[config.mk]
export PLATFORM = sky130hd
export DESIGN_NAME = reset_sequencer_flat
export DESIGN_NICKNAME = d
export VERILOG_FILES = /design/src/rtl/reset_sequencer_if.sv /design/src/rtl/reset_sequencer.sv /design/src/flat_wrapper.sv
export SDC_FILE = /design/constraint.sdc
export NUM_CORES = 1
export LEC_CHECK = 0
export ABC_AREA = 1
export CAP_MARGIN = 15
export CELL_PAD_IN_SITES_DETAIL_PLACEMENT = 0
export CELL_PAD_IN_SITES_GLOBAL_PLACEMENT = 1
export CORE_UTILIZATION = 30
export DETAILED_ROUTE_END_ITERATION = 16
export GPL_ROUTABILITY_DRIVEN = 0
export PLACE_DENSITY_LB_ADDON = 0.1
export SETUP_SLACK_MARGIN = 0.2
export SKIP_LAST_GASP = 1
export SLEW_MARGIN = 20
export SYNTH_ARGS = -nofsm -noshare
export SYNTH_HDL_FRONTEND = slang
export SYNTH_SLANG_ARGS = --single-unit
[constraint.sdc]
create_clock -name clock_160 -period 1.5 [get_ports clock_160]
set_input_delay 0.45 -clock clock_160 [delete_from_list [all_inputs] [get_ports clock_160]]
set_output_delay 0.45 -clock clock_160 [all_outputs]
set_load 0.01 [all_outputs]
[src/rtl/reset_sequencer_if.sv]
// Status/request bundle between the board-level reset sequencer and its
// surroundings. The sequencer is the master: it consumes lock and reset
// requests and drives the core reset plus diagnostic outputs.
interface reset_sequencer_if #(
    parameter int NUM_SRC = 2
);
    logic               locked;
    logic [NUM_SRC-1:0] src_in;
    logic               res;
    logic               resn;
    logic [NUM_SRC-1:0] cause;
    logic [7:0]         reset_count;
    logic [1:0]         state;

    modport master (
        input  locked, src_in,
        output res, resn, cause, reset_count, state
    );

    modport slave (
        output locked, src_in,
        input  res, resn, cause, reset_count, state
    );
endinterface

[src/rtl/reset_sequencer.sv]
// Board-level reset generator. Synchronises MMCM lock and NUM_SRC external
// reset requests, debounces each request, and drives a stretched core reset
// that deasserts synchronously. Also reports the triggering source(s) and
// counts resets entered from RUN.
module reset_sequencer #(
    parameter int                 NUM_SRC         = 2,
    parameter int                 SYNC_STAGES     = 2,
    parameter int                 DEBOUNCE_CYCLES = 16,
    parameter int                 HOLD_CYCLES     = 1600,
    parameter logic [NUM_SRC-1:0] SRC_EDGE        = NUM_SRC'(2'b01),
    parameter logic [NUM_SRC-1:0] SRC_ACTIVE_LOW  = NUM_SRC'(2'b11)
) (
    input  logic              clock_160,
    input  logic              inp_resn,
    reset_sequencer_if.master bus
);

    localparam int HOLD_W = (HOLD_CYCLES > 1) ? $clog2(HOLD_CYCLES) : 1;
    localparam int DEB_W  = $clog2(DEBOUNCE_CYCLES + 1);

    localparam logic [HOLD_W-1:0] HOLD_RELOAD = HOLD_W'(HOLD_CYCLES - 1);
    localparam logic [DEB_W-1:0]  DEB_LAST    = DEB_W'(DEBOUNCE_CYCLES - 1);

    typedef enum logic [1:0] {
        WAIT_LOCK = 2'd0,
        HOLD      = 2'd1,
        RUN       = 2'd2
    } state_t;

    logic [NUM_SRC-1:0][SYNC_STAGES-1:0] src_sync_q;
    logic [SYNC_STAGES-1:0]              lock_sync_q;
    logic                                lock_ok;

    logic [NUM_SRC-1:0]                  sample;
    logic [NUM_SRC-1:0]                  db_q, db_d;
    logic [NUM_SRC-1:0][DEB_W-1:0]       db_cnt_q, db_cnt_d;
    logic [NUM_SRC-1:0]                  trig_q, trig_d;

    state_t                              state_q, state_d;
    logic [HOLD_W-1:0]                   hold_q, hold_d;
    logic [NUM_SRC-1:0]                  cause_q, cause_d;
    logic [7:0]                          count_q, count_d;
    logic                                res_q, resn_q, res_d;

    assign lock_ok = lock_sync_q[SYNC_STAGES-1];

    // Synchronisers; reset presets every source to its idle level and lock to "unlocked".
    always_ff @(posedge clock_160 or negedge inp_resn) begin
        if (!inp_resn) begin
            lock_sync_q <= '0;
            for (int i = 0; i < NUM_SRC; i++) begin
                src_sync_q[i] <= {SYNC_STAGES{SRC_ACTIVE_LOW[i]}};
            end
        end else begin
            lock_sync_q <= {lock_sync_q[SYNC_STAGES-2:0], bus.locked};
            for (int i = 0; i < NUM_SRC; i++) begin
                src_sync_q[i] <= {src_sync_q[i][SYNC_STAGES-2:0], bus.src_in[i]};
            end
        end
    end

    // Polarity normalise, debounce, and derive the per-source trigger for the next cycle.
    always_comb begin
        sample   = '0;
        db_d     = db_q;
        db_cnt_d = '0;
        trig_d   = '0;
        for (int i = 0; i < NUM_SRC; i++) begin
            sample[i] = src_sync_q[i][SYNC_STAGES-1] ^ SRC_ACTIVE_LOW[i];
            if (sample[i] != db_q[i]) begin
                if (db_cnt_q[i] == DEB_LAST) begin
                    db_d[i] = sample[i];
                end else begin
                    db_cnt_d[i] = db_cnt_q[i] + 1'b1;
                end
            end
            // Edge sources fire once on the accepted rise; level sources follow the filtered state.
            trig_d[i] = SRC_EDGE[i] ? (db_d[i] & ~db_q[i]) : db_d[i];
        end
    end

    // Debounce state, counters and registered triggers.
    always_ff @(posedge clock_160 or negedge inp_resn) begin
        if (!inp_resn) begin
            db_q     <= '0;
            db_cnt_q <= '0;
            trig_q   <= '0;
        end else begin
            db_q     <= db_d;
            db_cnt_q <= db_cnt_d;
            trig_q   <= trig_d;
        end
    end

    // Sequencer next state: lock loss beats triggers; triggers (re)load the hold timer.
    always_comb begin
        state_d = state_q;
        hold_d  = hold_q;
        cause_d = cause_q;
        count_d = count_q;
        case (state_q)
            WAIT_LOCK: begin
                cause_d = '0;
                if (lock_ok) begin
                    state_d = HOLD;
                    hold_d  = HOLD_RELOAD;
                end
            end
            HOLD: begin
                if (!lock_ok) begin
                    state_d = WAIT_LOCK;
                    cause_d = '0;
                end else if (|trig_q) begin
                    // A held level source lands here every cycle, so HOLD never expires under it.
                    hold_d  = HOLD_RELOAD;
                    cause_d = cause_q | trig_q;
                end else if (hold_q == '0) begin
                    state_d = RUN;
                end else begin
                    hold_d = hold_q - 1'b1;
                end
            end
            RUN: begin
                if (!lock_ok) begin
                    state_d = WAIT_LOCK;
                    cause_d = '0;
                end else if (|trig_q) begin
                    state_d = HOLD;
                    hold_d  = HOLD_RELOAD;
                    cause_d = trig_q;
                    if (count_q != 8'hFF) begin
                        count_d = count_q + 8'd1;
                    end
                end
            end
            default: begin
                state_d = WAIT_LOCK;
                cause_d = '0;
            end
        endcase
        res_d = (state_d != RUN);
    end

    // Sequencer state and registered outputs; resn has its own flop.
    always_ff @(posedge clock_160 or negedge inp_resn) begin
        if (!inp_resn) begin
            state_q <= WAIT_LOCK;
            hold_q  <= '0;
            cause_q <= '0;
            count_q <= '0;
            res_q   <= 1'b1;
            resn_q  <= 1'b0;
        end else begin
            state_q <= state_d;
            hold_q  <= hold_d;
            cause_q <= cause_d;
            count_q <= count_d;
            res_q   <= res_d;
            resn_q  <= ~res_d;
        end
    end

    assign bus.res         = res_q;
    assign bus.resn        = resn_q;
    assign bus.cause       = cause_q;
    assign bus.reset_count = count_q;
    assign bus.state       = state_q;

endmodule

[src/flat_wrapper.sv]
// flat-port wrapper written by rule: the top's interface ports become plain ports
module reset_sequencer_flat 
#(
    parameter int                 NUM_SRC         = 2,
    parameter int                 SYNC_STAGES     = 2,
    parameter int                 DEBOUNCE_CYCLES = 16,
    parameter int                 HOLD_CYCLES     = 1600,
    parameter logic [NUM_SRC-1:0] SRC_EDGE        = NUM_SRC'(2'b01),
    parameter logic [NUM_SRC-1:0] SRC_ACTIVE_LOW  = NUM_SRC'(2'b11)
)
  (clock_160, inp_resn, bus_locked, bus_src_in, bus_res, bus_resn, bus_cause, bus_reset_count, bus_state);
  reset_sequencer_if #(.NUM_SRC(NUM_SRC)) bus_i ();
  input  logic clock_160;
  input  logic inp_resn;
  input wire logic [$bits(bus_i.locked)-1:0] bus_locked;
  input wire logic [$bits(bus_i.src_in)-1:0] bus_src_in;
  output wire logic [$bits(bus_i.res)-1:0] bus_res;
  output wire logic [$bits(bus_i.resn)-1:0] bus_resn;
  output wire logic [$bits(bus_i.cause)-1:0] bus_cause;
  output wire logic [$bits(bus_i.reset_count)-1:0] bus_reset_count;
  output wire logic [$bits(bus_i.state)-1:0] bus_state;
  assign bus_i.locked = bus_locked;
  assign bus_i.src_in = bus_src_in;
  assign bus_res = bus_i.res;
  assign bus_resn = bus_i.resn;
  assign bus_cause = bus_i.cause;
  assign bus_reset_count = bus_i.reset_count;
  assign bus_state = bus_i.state;
  reset_sequencer #(.NUM_SRC(NUM_SRC), .SYNC_STAGES(SYNC_STAGES), .DEBOUNCE_CYCLES(DEBOUNCE_CYCLES), .HOLD_CYCLES(HOLD_CYCLES), .SRC_EDGE(SRC_EDGE), .SRC_ACTIVE_LOW(SRC_ACTIVE_LOW)) u_core (.clock_160(clock_160), .inp_resn(inp_resn), .bus(bus_i));
endmodule
==> metrics <==
DIE HEIGHT=88.8 um; share of total power consumed by net switching=36.2%; Sw Pwr=1.37 mW; number of nets in the synthesized netlist=280; # nets final=352; fillers=753; Post-Layout Inst Area=3290 sq um; fraction of final layout cells sized beyond drive strength 1=44.0%; Final Hold Fails=0; H-tree depth=2; fmax=between 600 and 700 MHz; Critical Path Fanout Max=6; number of instances in the synthesized netlist=267; TritonCTS clock tree=done; maximum buffer depth of the clock tree=2; Detail Route Antenna Nets=0; horizontal extent of the die=~89 um; top area cells in the synthesized netlist=sky130_fd_sc_hd__dfrtp_1, sky130_fd_sc_hd__nand2_1, sky130_fd_sc_hd__dfstp_2; power per unit of standard cell area=around 1200 nW/um^2; area of the mapped netlist=2260 sq um; classification of the worst setup path=flip-flop to flip-flop; via-per-instance ratio=roughly 4.4; Warnings, synthesis=0; EDFF count, synth=0; most common cell after layout, fill and taps aside=sky130_fd_sc_hd__nand2_1; predominant post-synthesis flop cell=sky130_fd_sc_hd__dfrtp_1; area grow syn2layout=45.7%; wire length per cell after detailed routing=around 12 um; Congestion Overflow GR=0; number of input and output port buffers inserted=18; WP data arrival=about 1.8 ns; wire length of the first global-routing pass=8820 um; final worst hold slack=0.104 ns; worst slack after detailed placement=-0.0331 ns; starting density of the core=31.2%; violated checks=negative setup slack; Buf/Inv on CP=4; endpoint required time on the critical path=1.69 ns; number of global-route vias before repair=about 1900; area share of the leading cell type in the synthesized netlist=43.2%; endpoint of the lowest-slack register-to-register path=u_core.bus.reset_count[2]; remaining max-slew budget at the tightest pin=between 70 and 80%; launch point of the critical path=u_core.bus.state[0]; number of setup violations in the final report=17; slew of the pin with the lowest slew margin=roughly 0.34 ns; CTS Sinks=44; ANT cells=0; number of iterations in the first detailed-routing pass=4; clock transition at the register clock pins on the worst setup and hold paths after CTS=0.09 ns; share of total power in combinational logic=43.2%; share of total power in sequential cells=37.3%; Placed Instance Area=2850 sq um; number of buffers created by CTS=5; capturing instance or port of the critical path=u_core.bus.reset_count[2]; Site Rows=31; total count of max-transition violations in the final report=0; Post-Synthesis Mean Instance Area=8.46 sq um; full die area=a little under 8000 sq um; CP max stage delay=around 0.42 ns; number of top-level pins=19; cell depth of the worst flop-to-flop path=10; Pint=around 2.4 mW; CTS root buf=sky130_fd_sc_hd__clkbuf_8; launching point of the worst reg2reg path=u_core.bus.state[0]; drt drc=0; Slowest-stage cell, CP=sky130_fd_sc_hd__dfrtp_2; CP Cell Sequence=buf_6 -> inv_6 -> ha_4 -> nand2_4 -> inv_4 -> nand2_4 -> nor2_4 -> buf_12 -> nand2_4 -> xor2_1; wire length after detailed routing=5070 um; register-to-register setup slack=-0.06 ns; combined global-route utilization of all metal layers=14.8%; cell taking the most area after synthesis=sky130_fd_sc_hd__dfrtp_1; fraction of registers with async set/reset=100%; Static Leakage=1.67 nW; kind of cell adding the most delay to the critical path=flip-flops; detailed placement HPWL=around 3500 um; worst hold path class=input pin to asynchronous set/reset pin; clock period minus worst slack=roughly 1.6 ns; worst setup skew after layout=0.00557 ns; count of different cell masters after synthesis=31; antenna violations before repair=0; Critical Path Start Type=flip-flop; flip-flop and latch count after synthesis=44; most used cells in the layout excluding fill and tap cells=sky130_fd_sc_hd__nand2_1, sky130_fd_sc_hd__buf_4, sky130_fd_sc_hd__dfrtp_1; insertion delay of the later-clocked pin in the worst-skew pair=0.30 ns; worst path setup slack after routing=-0.0579 ns; outcome=complete, but fails checks; Crit. path cell count=10; portion of total power attributed to the clock network=19.6%; post-route fraction of the period consumed by the critical path=104%; First DRT Iteration DRCs=92; most used cell, CP=sky130_fd_sc_hd__nand2_4; via count=1909; unrepaired setup endpoints after global routing=yes; number of violations of the max-capacitance limit=0; Post-CTS Hold Fix Bufs=0; sequential cell area fraction in the yosys report=49.0%; maximum resistive drop on vdd=~0.00048 V; critical path endpoint category=flip-flop; pin count of the biggest net entering global routing=between 40 and 50; core region area=roughly 7300 sq um
## cells in the mapped netlist, types with 2 or more instances
cell type                 count
sky130_fd_sc_hd__xor2_1       7
sky130_fd_sc_hd__dfrtp_1     39
sky130_fd_sc_hd__nand2_2      6
sky130_fd_sc_hd__nor2_4       2
sky130_fd_sc_hd__nand2_1     69
sky130_fd_sc_hd__nor3_1       4
sky130_fd_sc_hd__ha_1         8
sky130_fd_sc_hd__buf_2        2
sky130_fd_sc_hd__nor2_1      26
sky130_fd_sc_hd__nand3_1     14
sky130_fd_sc_hd__inv_1       33
sky130_fd_sc_hd__o21ai_2      5
sky130_fd_sc_hd__inv_2        2
sky130_fd_sc_hd__a21oi_1      3
sky130_fd_sc_hd__o21ai_0     15
sky130_fd_sc_hd__xnor2_1      2
sky130_fd_sc_hd__nor2_2       3
sky130_fd_sc_hd__dfstp_2      5
sky130_fd_sc_hd__or2_2        2
sky130_fd_sc_hd__nand4_1      9
## power groups by stage
stage | sequential, mW | combinational [mW] | clock [mW]
final | 1.42 | 1.64 | 0.745
after global routing | 1.43 | 1.84 | 0.832
after CTS | 1.41 | 1.49 | 0.783
after detailed placement | 1.46 | 1.31 | 0
after global placement | 1.46 | 1.31 | 0
after floorplan | 1.45 | 0.916 | 0
## stage by stage
stage | TNS, ns | instances | power (mW) | util (%)
after floorplan | 0 | 267 | 2.36 | -
after global placement | -0.0387 | 409 | 2.77 | 39.2
after detailed placement | -0.120 | 409 | 2.76 | 39.2
after CTS | -0.518 | 433 | 3.69 | 43.0
after global routing | -2.40 | 438 | 4.10 | 45.4
final | -0.525 | 438 | 3.80 | 45.4
## sequential cells by signal (all words and copies together), names as in the netlist
register                cells
u_core.bus.cause            2
u_core.bus.res              1
u_core.bus.reset_count      8
u_core.bus.resn             1
u_core.bus.state            2
u_core.db_cnt_q            10
u_core.db_q                 2
u_core.hold_q              11
u_core.lock_sync_q          2
u_core.src_sync_q           4
u_core.trig_q               1
## logic make-up (layout without fill, tap and decap cells)
kind of cell | count (synthesis) | after routing | synth area share [%]
buffers and inverters | 40 | 112 | 7.75
adders and majority gates | 8 | 8 | 4.43
DFF | 44 | 44 | 49.0
AOI/OAI and AO/OA | 26 | 26 | 6.87
and+or+nand+nor | 140 | 140 | 28.5
xor gates and xnor gates | 9 | 9 | 3.49
## what timing repair did
action                     in CTS  in global routing
pin swaps                      18                 15
resized for setup              87                 36
setup buffers                  16                  5
setup endpoints to repair      40                 40
cloned                          1                  0
## how the worst min path moves through the flow
| stage | startpoint | end | slack (ns) | cells after the start |
|---|---|---|---|---|
| 2_1_floorplan | inp_resn | u_core.bus.cause[0] | 0.15 | 0 |
| 3_3_place_gp | u_core.lock_sync_q[0] | u_core.lock_sync_q[1] | 0.33 | 0 |
| 3_5_place_dp | u_core.lock_sync_q[0] | u_core.lock_sync_q[1] | 0.34 | 0 |
| 4_1_cts | inp_resn | u_core.db_cnt_q[7] | 0.12 | 2 |
| 5_1_grt | inp_resn | u_core.bus.reset_count[2] | 0.13 | 2 |
| 6_report | inp_resn | u_core.db_cnt_q[7] | 0.10 | 2 |
## routing by layer
metal  vias up  track usage, %  routed length [um]
li1        987               -                   -
met1       899            19.6                2460
met2        15            24.1                2420
met3         8            3.08                 105
met4         0            4.84                  89
met5         -               0                   0
## area by class of cell
type,count,area (sq um),share of cell area [%]
clock buffer,5,68.8,2.09
inverter,36,158,4.79
timing repair buffer,69,599,18.2
tap,99,124,3.76
sequential,44,1110,33.7
clock inverter,2,12.5,0.380
multi-input combinational,183,1220,37.1
(Power assumes the default switching activity.)
